[src/rtl/mem_access_if.sv]
// rtl/mem_access_if.sv - data bus request/acknowledge interface for the memory-access stage
//
// Purpose: bundles the data bus between the MEM stage (master) and memory (slave).
// Signals:
//   dbus_req   master->slave  bus request, held until dbus_ack
//   dbus_we    master->slave  1 = write
//   dbus_sel   master->slave  byte enables, bit n = byte [8n+7:8n]
//   dbus_addr  master->slave  word-aligned address
//   dbus_wdata master->slave  lane-replicated store data
//   dbus_rdata slave->master  read data, valid with dbus_ack
//   dbus_ack   slave->master  one-cycle completion strobe

interface mem_access_if;
    logic        dbus_req;
    logic        dbus_we;
    logic [3:0]  dbus_sel;
    logic [31:0] dbus_addr;
    logic [31:0] dbus_wdata;
    logic [31:0] dbus_rdata;
    logic        dbus_ack;

    modport master (
        output dbus_req, dbus_we, dbus_sel, dbus_addr, dbus_wdata,
        input  dbus_rdata, dbus_ack
    );

    modport slave (
        input  dbus_req, dbus_we, dbus_sel, dbus_addr, dbus_wdata,
        output dbus_rdata, dbus_ack
    );
endinterface

[src/rtl/mem_access.sv]
// rtl/mem_access.sv - MIPS memory-access stage: bus transaction, load formatting, LL/SC link
//
// Purpose: decodes the EX/MEM load/store op, runs one request/acknowledge bus
// transaction per aligned memop, formats load data, tracks the LL/SC link bit
// and produces the writeback fields captured by MEM/WB.
// Ports:
//   clk, rst        clock; synchronous active-high reset
//   ex_memop        0 none, 1 LB, 2 LBU, 3 LH, 4 LHU, 5 LW, 6 SB, 7 SH, 8 SW, 9 LL, 10 SC
//   ex_addr         effective byte address
//   ex_sdata        store data
//   ex_wd/ex_wreg/ex_wdata/ex_whilo/ex_hi/ex_lo   writeback fields from EX/MEM
//   ll_clear        clears the link bit (exception/ERET)
//   dbus            data bus master port (registered request fields)
//   mem_wd/mem_wreg/mem_wdata/mem_whilo/mem_hi/mem_lo   writeback fields to MEM/WB
//   mem_adel/mem_ades   load/store address error
//   stallreq        holds the pipeline while a transaction is outstanding

module mem_access (
    input  logic              clk,
    input  logic              rst,
    input  logic [3:0]        ex_memop,
    input  logic [31:0]       ex_addr,
    input  logic [31:0]       ex_sdata,
    input  logic [4:0]        ex_wd,
    input  logic              ex_wreg,
    input  logic [31:0]       ex_wdata,
    input  logic              ex_whilo,
    input  logic [31:0]       ex_hi,
    input  logic [31:0]       ex_lo,
    input  logic              ll_clear,
    mem_access_if.master      dbus,
    output logic [4:0]        mem_wd,
    output logic              mem_wreg,
    output logic [31:0]       mem_wdata,
    output logic              mem_whilo,
    output logic [31:0]       mem_hi,
    output logic [31:0]       mem_lo,
    output logic              mem_adel,
    output logic              mem_ades,
    output logic              stallreq
);

    localparam logic [3:0] OP_LB  = 4'd1;
    localparam logic [3:0] OP_LBU = 4'd2;
    localparam logic [3:0] OP_LH  = 4'd3;
    localparam logic [3:0] OP_LHU = 4'd4;
    localparam logic [3:0] OP_LW  = 4'd5;
    localparam logic [3:0] OP_SB  = 4'd6;
    localparam logic [3:0] OP_SH  = 4'd7;
    localparam logic [3:0] OP_SW  = 4'd8;
    localparam logic [3:0] OP_LL  = 4'd9;
    localparam logic [3:0] OP_SC  = 4'd10;

    typedef enum logic [1:0] {IDLE, REQ, DONE} state_t;

    state_t      state, state_n;
    logic        link_q;
    logic [31:0] rdata_q;

    logic        is_load, is_store, misaligned;
    logic [3:0]  sel_n;
    logic [31:0] wdata_n;
    logic        is_sc, sc_fail, start;
    logic [7:0]  lane_b;
    logic [15:0] lane_h;
    logic [31:0] load_fmt;

    // Op decode, alignment and store lane placement.
    always_comb begin
        is_load    = 1'b0;
        is_store   = 1'b0;
        misaligned = 1'b0;
        sel_n      = 4'b1111;
        wdata_n    = ex_sdata;
        case (ex_memop)
            OP_LB, OP_LBU: is_load = 1'b1;
            OP_LH, OP_LHU: begin
                is_load    = 1'b1;
                misaligned = ex_addr[0];
            end
            OP_LW, OP_LL: begin
                is_load    = 1'b1;
                misaligned = |ex_addr[1:0];
            end
            OP_SB: begin
                is_store = 1'b1;
                sel_n    = 4'b0001 << ex_addr[1:0];
                wdata_n  = {4{ex_sdata[7:0]}};
            end
            OP_SH: begin
                is_store   = 1'b1;
                misaligned = ex_addr[0];
                sel_n      = 4'b0011 << {ex_addr[1], 1'b0};
                wdata_n    = {2{ex_sdata[15:0]}};
            end
            OP_SW, OP_SC: begin
                is_store   = 1'b1;
                misaligned = |ex_addr[1:0];
            end
            default: ;
        endcase
    end

    assign is_sc   = (ex_memop == OP_SC);
    // A misaligned SC reports an address error rather than a link failure.
    assign sc_fail = is_sc && !link_q && !misaligned;
    assign start   = (state == IDLE) && (is_load || is_store) && !misaligned && !sc_fail;

    // Load formatting works off the captured word; ex_addr is held stable by the stall.
    assign lane_b = rdata_q[{ex_addr[1:0], 3'b000} +: 8];
    assign lane_h = rdata_q[{ex_addr[1], 4'b0000} +: 16];

    always_comb begin
        case (ex_memop)
            OP_LB:   load_fmt = {{24{lane_b[7]}}, lane_b};
            OP_LBU:  load_fmt = {24'd0, lane_b};
            OP_LH:   load_fmt = {{16{lane_h[15]}}, lane_h};
            OP_LHU:  load_fmt = {16'd0, lane_h};
            default: load_fmt = rdata_q;
        endcase
    end

    always_ff @(posedge clk) begin
        if (rst) state <= IDLE;
        else     state <= state_n;
    end

    always_comb begin
        state_n   = state;
        mem_wd    = ex_wd;
        mem_wreg  = ex_wreg;
        mem_wdata = ex_wdata;
        mem_whilo = ex_whilo;
        mem_hi    = ex_hi;
        mem_lo    = ex_lo;
        mem_adel  = 1'b0;
        mem_ades  = 1'b0;
        stallreq  = 1'b0;
        case (state)
            IDLE: begin
                if (misaligned) begin
                    mem_adel = is_load;
                    mem_ades = is_store;
                    mem_wreg = 1'b0;
                end else if (sc_fail) begin
                    mem_wdata = 32'd0;
                end else if (start) begin
                    stallreq  = 1'b1;
                    mem_wreg  = 1'b0;
                    mem_whilo = 1'b0;
                    state_n   = REQ;
                end
            end
            REQ: begin
                stallreq  = 1'b1;
                mem_wreg  = 1'b0;
                mem_whilo = 1'b0;
                if (dbus.dbus_ack) state_n = DONE;
            end
            DONE: begin
                if (is_load)    mem_wdata = load_fmt;
                else if (is_sc) mem_wdata = 32'd1;
                state_n = IDLE;
            end
            default: state_n = IDLE;
        endcase
        if (rst) begin
            mem_wd    = 5'd0;
            mem_wreg  = 1'b0;
            mem_wdata = 32'd0;
            mem_whilo = 1'b0;
            mem_hi    = 32'd0;
            mem_lo    = 32'd0;
            mem_adel  = 1'b0;
            mem_ades  = 1'b0;
            stallreq  = 1'b0;
        end
    end

    // Bus request fields, captured read data and the link bit.
    always_ff @(posedge clk) begin
        if (rst) begin
            dbus.dbus_req   <= 1'b0;
            dbus.dbus_we    <= 1'b0;
            dbus.dbus_sel   <= 4'd0;
            dbus.dbus_addr  <= 32'd0;
            dbus.dbus_wdata <= 32'd0;
            rdata_q         <= 32'd0;
            link_q          <= 1'b0;
        end else begin
            if (start) begin
                dbus.dbus_req   <= 1'b1;
                dbus.dbus_we    <= is_store;
                dbus.dbus_sel   <= sel_n;
                dbus.dbus_addr  <= {ex_addr[31:2], 2'b00};
                dbus.dbus_wdata <= wdata_n;
            end
            if (state == REQ && dbus.dbus_ack) begin
                dbus.dbus_req <= 1'b0;
                rdata_q       <= dbus.dbus_rdata;
            end
            // Only a successful SC ever reaches DONE, so clearing there is unconditional.
            if (ll_clear)
                link_q <= 1'b0;
            else if (state == DONE && ex_memop == OP_LL)
                link_q <= 1'b1;
            else if (state == DONE && is_sc)
                link_q <= 1'b0;
        end
    end

endmodule

[src/flat_wrapper.sv]
// flat-port wrapper written by rule: the top's interface ports become plain ports
module mem_access_flat 
  (clk, rst, ex_memop, ex_addr, ex_sdata, ex_wd, ex_wreg, ex_wdata, ex_whilo, ex_hi, ex_lo, ll_clear, mem_wd, mem_wreg, mem_wdata, mem_whilo, mem_hi, mem_lo, mem_adel, mem_ades, stallreq, dbus_dbus_req, dbus_dbus_we, dbus_dbus_sel, dbus_dbus_addr, dbus_dbus_wdata, dbus_dbus_rdata, dbus_dbus_ack);
  mem_access_if dbus_i ();
  input  logic clk;
  input  logic rst;
  input  logic [3:0] ex_memop;
  input  logic [31:0] ex_addr;
  input  logic [31:0] ex_sdata;
  input  logic [4:0] ex_wd;
  input  logic ex_wreg;
  input  logic [31:0] ex_wdata;
  input  logic ex_whilo;
  input  logic [31:0] ex_hi;
  input  logic [31:0] ex_lo;
  input  logic ll_clear;
  output logic [4:0] mem_wd;
  output logic mem_wreg;
  output logic [31:0] mem_wdata;
  output logic mem_whilo;
  output logic [31:0] mem_hi;
  output logic [31:0] mem_lo;
  output logic mem_adel;
  output logic mem_ades;
  output logic stallreq;
  output wire logic [$bits(dbus_i.dbus_req)-1:0] dbus_dbus_req;
  output wire logic [$bits(dbus_i.dbus_we)-1:0] dbus_dbus_we;
  output wire logic [$bits(dbus_i.dbus_sel)-1:0] dbus_dbus_sel;
  output wire logic [$bits(dbus_i.dbus_addr)-1:0] dbus_dbus_addr;
  output wire logic [$bits(dbus_i.dbus_wdata)-1:0] dbus_dbus_wdata;
  input wire logic [$bits(dbus_i.dbus_rdata)-1:0] dbus_dbus_rdata;
  input wire logic [$bits(dbus_i.dbus_ack)-1:0] dbus_dbus_ack;
  assign dbus_dbus_req = dbus_i.dbus_req;
  assign dbus_dbus_we = dbus_i.dbus_we;
  assign dbus_dbus_sel = dbus_i.dbus_sel;
  assign dbus_dbus_addr = dbus_i.dbus_addr;
  assign dbus_dbus_wdata = dbus_i.dbus_wdata;
  assign dbus_i.dbus_rdata = dbus_dbus_rdata;
  assign dbus_i.dbus_ack = dbus_dbus_ack;
  mem_access u_core (.clk(clk), .rst(rst), .ex_memop(ex_memop), .ex_addr(ex_addr), .ex_sdata(ex_sdata), .ex_wd(ex_wd), .ex_wreg(ex_wreg), .ex_wdata(ex_wdata), .ex_whilo(ex_whilo), .ex_hi(ex_hi), .ex_lo(ex_lo), .ll_clear(ll_clear), .dbus(dbus_i), .mem_wd(mem_wd), .mem_wreg(mem_wreg), .mem_wdata(mem_wdata), .mem_whilo(mem_whilo), .mem_hi(mem_hi), .mem_lo(mem_lo), .mem_adel(mem_adel), .mem_ades(mem_ades), .stallreq(stallreq));
endmodule
[config.mk]
export PLATFORM = sky130hd
export DESIGN_NAME = mem_access_flat
export DESIGN_NICKNAME = d
export VERILOG_FILES = /design/src/rtl/mem_access_if.sv /design/src/rtl/mem_access.sv /design/src/flat_wrapper.sv
export SDC_FILE = /design/constraint.sdc
export NUM_CORES = 1
export LEC_CHECK = 0
export BUFFER_PORTS_ARGS = -buffer_cell sky130_fd_sc_hd__buf_2
export CORE_MARGIN = 8
export CORE_UTILIZATION = 35
export CTS_CLUSTER_SIZE = 8
export DETAILED_ROUTE_END_ITERATION = 6
export PLACE_DENSITY = 0.67
export SLEW_MARGIN = 0
export SYNTH_ARGS = -nofsm -noshare
export SYNTH_HDL_FRONTEND = slang
export SYNTH_SLANG_ARGS = --single-unit
[constraint.sdc]
create_clock -name clk -period 3.35 [get_ports clk]
set_input_delay 0.335 -clock clk [delete_from_list [all_inputs] [get_ports clk]]
set_output_delay 0.335 -clock clk [all_outputs]
set_load 0.02 [all_outputs]
== Yosys cells after proc, flatten, opt, wreduce, memory -nomap -nowiden ==
Index checks and enable logic that the tools add are counted.

* Bits in registers: 103
* Output and inout bits: 176

* Shifts and indexed selects: 4
* Equality and inequality tests: 16
* Mux-type cells: 43
* Reduce and logical (&&, ||, !) cells: 22

{| class="wikitable"
|+ Operator list
! operator !! count
|-
| two-way mux 32 bit || 7
|-
| case mux 32 bit (2 select lines) || 2
|-
| case mux 32 bit (4 select lines) || 1
|-
| indexed part select 32 x 6 -> 16 bit || 1
|-
| indexed part select 32 x 6 -> 8 bit || 1
|-
| two-way mux 1 bit || 22
|-
| == test 4 x 3 -> 1 bit, second input constant || 4
|-
| == test 4 bit, second input constant || 3
|-
| == test 4 x 2 -> 1 bit, second input constant || 2
|-
| logical AND 1 bit || 8
|-
| two-way mux 2 bit || 4
|-
| case mux 1 bit (2 select lines) || 4
|-
| case mux 4 bit (2 select lines) || 1
|-
| OR reduction 4 bit || 2
|-
| != test 2 bit, second input constant || 3
|-
| OR reduction 2 bit || 3
|-
| OR reduction 6 bit || 1
|-
| two-way mux 5 bit || 1
|-
| == test 4 x 1 -> 1 bit, second input constant || 1
|-
| case mux 2 bit (2 select lines) || 1
|-
| AND reduction 4 bit || 1
|-
| left shift 1 x 2 -> 4 bit, first input constant || 1
|-
| left shift 2 x 2 -> 4 bit, first input constant || 1
|-
| zero test 1 bit || 3
|-
| 7 further kinds || 7
|}

== Depth between registers and ports, before layout ==
Gate-level depths: netlist of run 1.

* Word-level depth: 12
* Mapped depth: 8

== Worst setup path after synthesis of run 1 ==
Ideal clock, no wire load.

* Path kind: input to output
* Start point: in ex_memop[0]
* End point: out mem_wdata[1]
* Arrival time: 2.062 ns
* Data required time: 3.015 ns
* Path slack: 0.953 ns
* Stages on the path: 8
* Cell sequence: clkbuf_2 buf_2 nor4b_1 a21oi_1 buf_6 o211ai_1 a21oi_1 nor3_1

* Cells in the longest elaborated chain, start to end: 9

{| class="wikitable"
|+ Ends and longest elaborated chain
! element !! RTL line !! RTL
|-
| start, declared || flat_wrapper.sv:7 || <nowiki>input logic [3:0] ex_memop;</nowiki>
|-
| == test 4 x 3 -> 1 bit, or another cell as far along || mem_access.sv:75 || <nowiki>case (ex_memop)</nowiki>
|-
| OR reduction 4 bit (no line) / OR reduction 3 bit (equally long branches) || - ||
|-
| case mux 1 bit (2 select lines) || mem_access.sv:75 ||
|-
| zero test 1 bit || mem_access.sv:106 || <nowiki>assign sc_fail = is_sc && !link_q && !misaligned;</nowiki>
|-
| logical AND 1 bit || mem_access.sv:106 ||
|-
| two-way mux 32 bit || mem_access.sv:145 || <nowiki>end else if (sc_fail) begin</nowiki>
|-
| two-way mux 32 bit || mem_access.sv:141 || <nowiki>if (misaligned) begin</nowiki>
|-
| case mux 32 bit (2 select lines) * || mem_access.sv:139 || <nowiki>case (state)</nowiki>
|-
| two-way mux 32 bit * || mem_access.sv:167 || <nowiki>if (rst) begin</nowiki>
|-
| end, declared || flat_wrapper.sv:19 || <nowiki>output logic [31:0] mem_wdata;</nowiki>
|}

Mark *: on every way between the ends. The rest lies on a longest branch, timed or not.

== Worst setup path in the final report of run 1 ==
* Start point: reg u_core.state[1]
* End point: out mem_wdata[7]

* Cells in the longest elaborated chain, start to end: 3

{| class="wikitable"
|+ Ends and longest elaborated chain
! element !! RTL line !! RTL
|-
| start, declared || mem_access.sv:56 || <nowiki>state_t state, state_n;</nowiki>
|-
| start signal, assigned || mem_access.sv:125 || <nowiki>else state <= state_n;</nowiki>
|-
| == test 2 bit / zero test 2 bit (equally long branches) || mem_access.sv:139 ||
|-
| case mux 32 bit (2 select lines) * || mem_access.sv:139 ||
|-
| two-way mux 32 bit * || mem_access.sv:167 ||
|}

Marked as above.

==> impl_metrics.tcl, run 1 <==
set metrics [dict create \
    status "complete, no violations" \
    cp-start-kind "flop" \
    rsz0062_at_grt "false" \
    wl_met3_mm 2.36 \
    fin_util_pct 48.3 \
    worstPathMaxFanout 24 \
    synth-seq-cells 103 \
    cp.arrival_ns 2.69 \
    finalSetupViolations 0 \
    routed-wl-met2_mm 13.7 \
    viasPerCell 5.36 \
    fillCellCount 1781 \
    combPwrFrac_pct 30.0 \
    setup.worst_path.end_class "primary output" \
    cts_max_path_buffers 2 \
    grt_pass1_vias 6929 \
    drc_errors 0 \
    power.density_mw_per_mm2 411 \
    synth-edff-count 0 \
    async_flop_share_pct 0 \
    fin_setup_tns_ns 0 \
    fp.dieArea_mm2 0.0224 \
    io_pins 383 \
    synthFlopType "dfxtp_1" \
    synth_area_per_cell_um2 7.66 \
    start_util_pct 35.2 \
    place.gp.congestion 0.899 \
    die_y_um 150 \
    cts_resized 0 \
    antenna_found_initial 7 \
    grt.total_usage_pct 23.0 \
    slew_headroom_pct 17.0 \
    p_leak_nw 3.87 \
    fmax_mhz 330 \
    netlist_instances 814 \
    power_switching_mw 1.25 \
    cts_buffers 9 \
    hold_buffers 0 \
    cts-root-buf "clkbuf_16" \
    drt_first_pass_iters 7 \
    ir_worst_vdd_mv 0.217 \
    netSwitchingFraction_pct 35.6 \
    core_area_mm2 0.0177 \
    cts_tree "yes" \
    row_count 49 \
    synth_cell_types 59 \
    drt_wl_total_mm 27.4 \
    max-cap-violations 0 \
    cts.sinks 103 \
    htreeDepth 3 \
    finalCriticalPeriod_ns 3.03 \
    top_layer "met5" \
    wire_per_inst_um 19.9 \
    maxSlewViolCount 0 \
    drive_gt1_share_pct 40.9 \
    syn_area_mm2 0.00624 \
    ff2ff_setup_slack_ns 1.13 \
    grt.overflow.total 0 \
    drt-met1-wl_mm 10.7 \
    p_seq_share_pct 39.2 \
    syn_to_final_growth_pct 37.1 \
    hp-class "input port to flop" \
    dp_hpwl_mm 21.2 \
    clk_pin_slew_worst_paths_ns 0.07 \
    ys_warn_count 0 \
    vias 7370 \
    portBuffers 380 \
    path_class "flop to primary output" \
    grt_max_degree 177 \
    finalHoldViolCount 0 \
    die_x_um 150 \
    skew_ns 0.0144 \
    grt_pass1_wl_mm 40.4 \
    clk-insertion-delay-late_ns 0.35 \
    cp.required_ns 3.01 \
    tightest_slew_ns 1.25 \
    period_share_pct 90.4 \
    intPower_mw 2.26 \
    drt-initial-drc-count 479 \
    p_clk_share_pct 30.8 \
    ant_nets 0 \
    layout.nets 1347 \
    ys_seq_area_share_pct 33.1 \
    post_cts_buffers 0 \
]
## cells in the final DEF, fill, tap and decap left out, drive strengths merged, types with 8 or more instances in the layout
cell type	count
o221ai	8
nor2b	77
nor3	11
mux2i	33
nand2	95
nor2	23
o211ai	23
clkbuf	11
nand3	47
mux2	11
inv	17
dfxtp	103
buf	400
o21ai	53
nor4	16
a21oi	132
a211oi	11
a31o	16
## synth_stat cells, types with 2 or more instances
library cell	count	area, um2
buf_4	4	30.0
and3_1	3	18.8
a31oi_1	2	12.5
mux2_2	11	124
o21a_1	2	15.0
xor2_1	2	17.5
dfxtp_1	103	2060
a311oi_1	4	35.0
mux2i_1	33	330
o221ai_1	8	70.1
o211ai_1	23	173
inv_1	14	52.6
nor2_1	22	82.6
nor4b_1	2	17.5
mux4_2	7	158
a2111oi_0	2	17.5
buf_6	2	22.5
a211oi_1	9	67.6
nor3b_1	3	22.5
a21oi_1	132	661
buf_1	5	18.8
a211oi_2	2	25.0
buf_2	23	115
a31o_2	16	140
nor2b_1	77	482
clkbuf_1	51	191
o21bai_1	3	22.5
and3b_1	3	26.3
o21ai_0	51	255
nor3_2	6	60.1
or3_1	3	18.8
nor3_1	5	25.0
nand2_1	94	353
nand3_1	47	235
nor4_1	16	100
## area by class of cell
class                   instances  area, um2  area share (%)
flip-flops and latches        103       2060            24.1
repair buffers                400       2080            24.4
multi-input cells             611       3760            44.0
clock inverters                 5       47.5           0.556
clock buffers                  11        253            2.95
well taps                     229        287            3.35
inverters                      15       56.3           0.658
diodes                          2       5.00          0.0585
## kinds of logic (layout without fill, tap and decap cells)
logic type,Yosys count,count (layout),share of synthesized area [%]
mux,51,51,9.81
flops,103,103,33.1
other cells,1,4,0.0601
buf+inv,101,431,7.04
simple gates,288,288,23.9
compound gates,268,268,25.8
xor+xnor,2,2,0.281
## sequential cells by signal, indices dropped and copies added, names as in the netlist
signal                  cells
u_core.dbus.dbus_addr      30
u_core.state                2
u_core.dbus.dbus_sel        4
u_core.dbus.dbus_wdata     32
u_core.dbus.dbus_we         1
u_core.rdata_q             32
u_core.link_q               1
u_core.dbus.dbus_req        1
## final timing paths
kind	from	end	cells past startpoint
worst max-delay path	u_core.state[1]	mem_wdata[7]	6
worst max register to register	u_core.state[1]	u_core.dbus.dbus_wdata[25]	5
worst min-delay path	ll_clear	u_core.link_q	2
worst min register to register	u_core.dbus.dbus_addr[11]	u_core.dbus.dbus_addr[11]	2
## critical path, stage by stage (launching register included)
cell,delay (ns)
dfxtp_1,0.46
inv_1,0.10
nor2_1,0.29
nand4b_1,0.78
a22oi_1,0.42
a21oi_1,0.09
buf_2,0.21
## routing by layer
metal | up-vias | global-route usage (%)
met2 | 346 | 39.5
met5 | - | 0
li1 | 3561 | -
met4 | 8 | 6.46
met3 | 41 | 5.68
met1 | 3414 | 27.7
## power groups by stage
| stage | combinational, mW | sequential [mW] | clock (mW) |
|---|---|---|---|
| floorplan | 0.554 | 1.48 | 0 |
| global placement | 1.05 | 1.40 | 0 |
| detailed placement | 1.06 | 1.40 | 0 |
| CTS | 1.06 | 1.37 | 1.11 |
| global route | 1.13 | 1.39 | 1.16 |
| finish | 1.05 | 1.38 | 1.08 |
## stage by stage
step / instances / area (um2) / setup slack, ns / power, mW / hold slack (ns)
final: 1376 / 8550 / 0.323 / 3.51 / 0.162
after global routing: 1376 / 8550 / 0.00661 / 3.68 / 0.161
after CTS: 1374 / 8550 / 0.291 / 3.54 / 0.143
after detailed placement: 1358 / 8250 / 0.420 / 2.46 / 0.465
after global placement: 1358 / 8250 / 0.472 / 2.45 / 0.458
after floorplan: 815 / 6240 / 0.953 / 2.04 / 0.425
(Power assumes the default switching activity.)
==> run 2: changes to the inputs <==
Settings changed: REMOVE_ABC_BUFFERS set to 1.
==> run 2 against run 1 <==
Net effect:
- global-route usage fell by 1.8 points
- sequential cell count is the same
- worst setup slack better by 0.073 ns
==> impl_metrics.tcl, run 2 (synthesis gave the netlist of run 1 again) <==
set metrics [dict create \
    cp-start-kind "input port" \
    die_y_um 150 \
    cts_resized 0 \
    routed-wl-met2_mm 12.6 \
    final_cells 1374 \
    clk-insertion-delay-late_ns 0.36 \
    final_cell_mix "buf_2 (379), a21oi_1 (132), dfxtp_1 (103)" \
    ir_worst_vdd_mv 0.324 \
    drt_wl_total_mm 25.3 \
    setup.worst_path.end_class "primary output" \
    cts_tree "yes" \
    antenna_found_initial 0 \
    period_share_pct 88.2 \
    post_cts_buffers 0 \
    cts.sinks 103 \
    cp_slowest_stage_delay_ns 0.83 \
    fin_util_pct 48.3 \
    reg_top3 "u_core.dbus.dbus_wdata: 32 flops, u_core.rdata_q: 32 flops, u_core.dbus.dbus_addr: 30 flops" \
    max-cap-violations 0 \
    portBuffers 380 \
    status "complete, no violations" \
    finalHoldViolCount 0 \
    path_class "input port to primary output" \
    start_util_pct 35.2 \
    grt_pass1_wl_mm 38.2 \
    p_leak_nw 3.87 \
    vias 7276 \
    wl_met3_mm 2.29 \
    slew_headroom_pct 19.6 \
    finalSetupViolations 0 \
    dp_hpwl_mm 19.1 \
    top_layer "met4" \
    setup_ws_ns 0.396 \
    path_cells "buf_2 -> and3b_1 -> nor3_2 -> o21a_2 -> a21o_1 -> nor3_1 -> buf_2" \
    antenna_cells 0 \
    fp.dieArea_mm2 0.0224 \
    crit_path_frequent_cell "buf_2" \
    maxSlewViolCount 0 \
    ant_nets 0 \
    drc_errors 0 \
    grt.total_usage_pct 21.1 \
    fmax_mhz 339 \
    drive_gt1_share_pct 40.9 \
    placedCellCount 1358 \
    row_count 49 \
    io_pins 383 \
    hp-class "input port to flop" \
    total_power_mw 3.55 \
    cts_max_path_buffers 2 \
    worstPathMaxFanout 31 \
    finalCriticalPeriod_ns 2.95 \
    clk_pin_slew_worst_paths_ns 0.08 \
    skew_ns 0.0119 \
    hold_buffers 0 \
    viasPerCell 5.30 \
    cts_buffers 9 \
    grt_max_degree 80 \
    place.gp.congestion 0.868 \
    drt-initial-drc-count 332 \
    syn_to_final_growth_pct 37.1 \
    grt_pass1_vias 7155 \
    cp_slowest_cell "a21o_1" \
    drt-met1-wl_mm 9.83 \
    grt.overflow.total 0 \
    layout.nets 1347 \
    cp.required_ns 3.01 \
    rsz0062_at_grt "false" \
    die_x_um 150 \
    cp.arrival_ns 2.62 \
    tightest_slew_ns 1.21 \
    core_area_mm2 0.0177 \
    htreeDepth 3 \
    wire_per_inst_um 18.4 \
    final_common_cell "buf_2" \
    power.density_mw_per_mm2 415 \
    drt_first_pass_iters 5 \
    cts-root-buf "clkbuf_16" \
    dpl_worst_slack_ns 0.380 \
]
[run 2: worst max-delay path: cells and delay by family]
kind            cells  cell delay (ns)
simple gates        3             0.69
buf+inv             2             0.56
compound gates      2             1.01
[run 2: through the flow]
step	hold WS [ns]	area (um2)	setup TNS (ns)
floorplan	0.404	5860	-13.46
global placement	0.458	8230	0
detailed placement	0.464	8230	0
CTS	0.175	8550	0
global route	0.186	8550	0
finish	0.187	8550	0
[run 2: layer usage]
layer  track usage [%]  vias up
met3              6.44       34
li1                  -     3555
met1              24.4     3372
met2              36.2      315
met4              7.42        0
met5                 0        -
[run 2: path summary, 6_finish.rpt]
path,start,end,slack [ns],cells after the start
hold reg to reg,u_core.dbus.dbus_wdata[0],u_core.dbus.dbus_wdata[0],0.47,2
hold / removal,ll_clear,u_core.link_q,0.19,2
setup reg to reg,u_core.link_q,u_core.dbus.dbus_sel[0],1.14,5
setup / recovery,ex_memop[3],mem_wdata[1],0.40,7
[run 2: area by class of cell]
type                            count  area, um2
Tap cell                          229        287
Clock buffer                        9        225
Timing Repair Buffer              400       2070
Inverter                           15       56.3
Multi-Input combinational cell    611       3760
Sequential cell                   103       2060
Clock inverter                      7       97.6
Fill cell                        1795       9160
[run 2: power breakdown]
part           leakage (nW)  switching [mW]  internal (mW)  total [mW]
clock                 0.158           0.545          0.606        1.15
combinational          2.87           0.656          0.376        1.03
sequential            0.843          0.0530           1.32        1.37
total                  3.87            1.25           2.30        3.55
==> run 3: changes to the inputs <==
Clock period 3.35 ns to 2.75 ns, I/O delays scaled along.
==> run 3 against run 2 <==
Net effect:
- worst setup slack got worse by 0.19 ns
- highest routed layer is now met5
- routed wire length up 1.9%
- sequential share of layout area decreased by 0.57 points
- sequential cell count stayed put
==> impl_metrics.tcl, run 3 (synthesis gave the netlist of run 1 again) <==
set metrics [dict create \
    die_y_um 150 \
    die_x_um 150 \
    placed_cell_area_mm2 0.00840 \
    tightest_slew_ns 0.985 \
    grt_max_degree 132 \
    clk_pin_slew_worst_paths_ns 0.08 \
    drt_wl_total_mm 25.8 \
    cts_max_path_buffers 2 \
    placedCellCount 1375 \
    worstPathMaxFanout 16 \
    drt_first_pass_iters 5 \
    final_cells 1396 \
    row_count 49 \
    fmax_mhz 393 \
    period_share_pct 92.6 \
    rsz0062_at_grt "false" \
    grt.overflow.total 0 \
    place.gp.congestion 0.856 \
    fin_setup_tns_ns 0 \
    r2r_cells 5 \
    wire_per_inst_um 18.5 \
    cts-root-buf "clkbuf_16" \
    ir_worst_vdd_mv 0.337 \
    cp-start-kind "flop" \
    start_util_pct 35.2 \
    finalCriticalPeriod_ns 2.55 \
    grt.total_usage_pct 21.5 \
    drt-initial-drc-count 323 \
    viasPerCell 5.27 \
    power.density_mw_per_mm2 498 \
    dp_hpwl_mm 19.8 \
    final_common_cell "buf_2" \
    startpoint "u_core.rdata_q[31]" \
    hp-start "ll_clear" \
    cts_tree "yes" \
    finalHoldViolCount 0 \
    postLayoutCellArea_mm2 0.00876 \
    cp.arrival_ns 2.27 \
    fp.dieArea_mm2 0.0224 \
    htreeDepth 3 \
    status "complete, no violations" \
    r2r-end "u_core.dbus.dbus_sel[2]" \
    final_cell_mix "buf_2 (379), a21oi_1 (132), dfxtp_1 (103)" \
    setup_ws_ns 0.203 \
    holdPathStages 2 \
    antenna_found_initial 4 \
    portBuffers 380 \
    hold_end "u_core.link_q" \
    maxSlewViolCount 0 \
    setup.worst_path.end_class "primary output" \
    cts.sinks 103 \
    drive_gt1_share_pct 42.0 \
    ant_nets 0 \
    fin_util_pct 49.5 \
    io_pins 383 \
    fillCellCount 1791 \
    skew_ns 0.00824 \
    vias 7363 \
    max-cap-violations 0 \
    drc_errors 0 \
    cts_buffers 9 \
    hp-class "input port to flop" \
    p_leak_nw 3.98 \
    syn_to_final_growth_pct 40.5 \
    grt_pass1_wl_mm 38.9 \
    slew_headroom_pct 34.1 \
    timing.rr.start "u_core.link_q" \
    grt_pass1_vias 7323 \
    ff2ff_setup_slack_ns 0.70 \
    clk-insertion-delay-late_ns 0.36 \
    layout.nets 1365 \
    reg_top3 "u_core.dbus.dbus_wdata: 32 flops, u_core.rdata_q: 32 flops, u_core.dbus.dbus_addr: 30 flops" \
    cp.required_ns 2.48 \
    core_area_mm2 0.0177 \
    finalSetupViolations 0 \
    dpl_worst_slack_ns 0.126 \
    path_class "flop to primary output" \
]
## run 3: area by class of cell
type                    instances  area [um2]  area share (%)
diodes                          4        10.0           0.114
inverters                      15        56.3           0.642
clock buffers                   9         225            2.57
repair buffers                418        2250            25.7
multi-input cells             611        3770            43.1
flip-flops and latches        103        2060            23.5
well taps                     229         287            3.27
clock inverters                 7        96.3            1.10
## run 3: where the power goes
group          switching, mW  internal (mW)  total [mW]
logic                  0.811          0.489        1.30
clock network          0.653          0.740        1.39
registers             0.0673           1.60        1.67
## run 3: repair_timing
item / in CTS / in global routing
buffers inserted: 0 / 1
gates resized for setup: 1 / 3
pin swaps: 1 / 1
setup endpoints to repair: 16 / 11
hold buffers: 0 / 0
## run 3: per-stage QoR
step / hold slack [ns] / power (mW)
2_1_floorplan: 0.344 / 2.38
3_3_place_gp: 0.458 / 2.98
5_1_grt: 0.136 / 4.58
4_1_cts: 0.124 / 4.40
6_report: 0.137 / 4.37
3_5_place_dp: 0.464 / 3.00
## run 3: per-layer routing
metal	global-route usage (%)	vias up	routed length [um]
li1	-	3601	-
met1	24.5	3397	9850
met2	37.6	318	12900
met3	5.44	45	2320
met4	8.93	2	732
met5	0	-	13
## run 3: worst max-delay path, stage by stage, from the launching register on
cell and delay [ns]:
dfxtp_1 0.34, mux2_2 0.29, a2111oi_1 0.62, a211oi_4 0.07, buf_12 0.19, nand4_1 0.12
o31ai_1 0.08, buf_2 0.20
## run 3: worst max path at each step
stage / endpoint / cells past startpoint
after floorplan: mem_ades / 4
after global placement: u_core.dbus.dbus_sel[3] / 7
after detailed placement: mem_wdata[30] / 7
after CTS: mem_wdata[30] / 6
after global routing: mem_wdata[13] / 9
final: mem_wdata[30] / 7
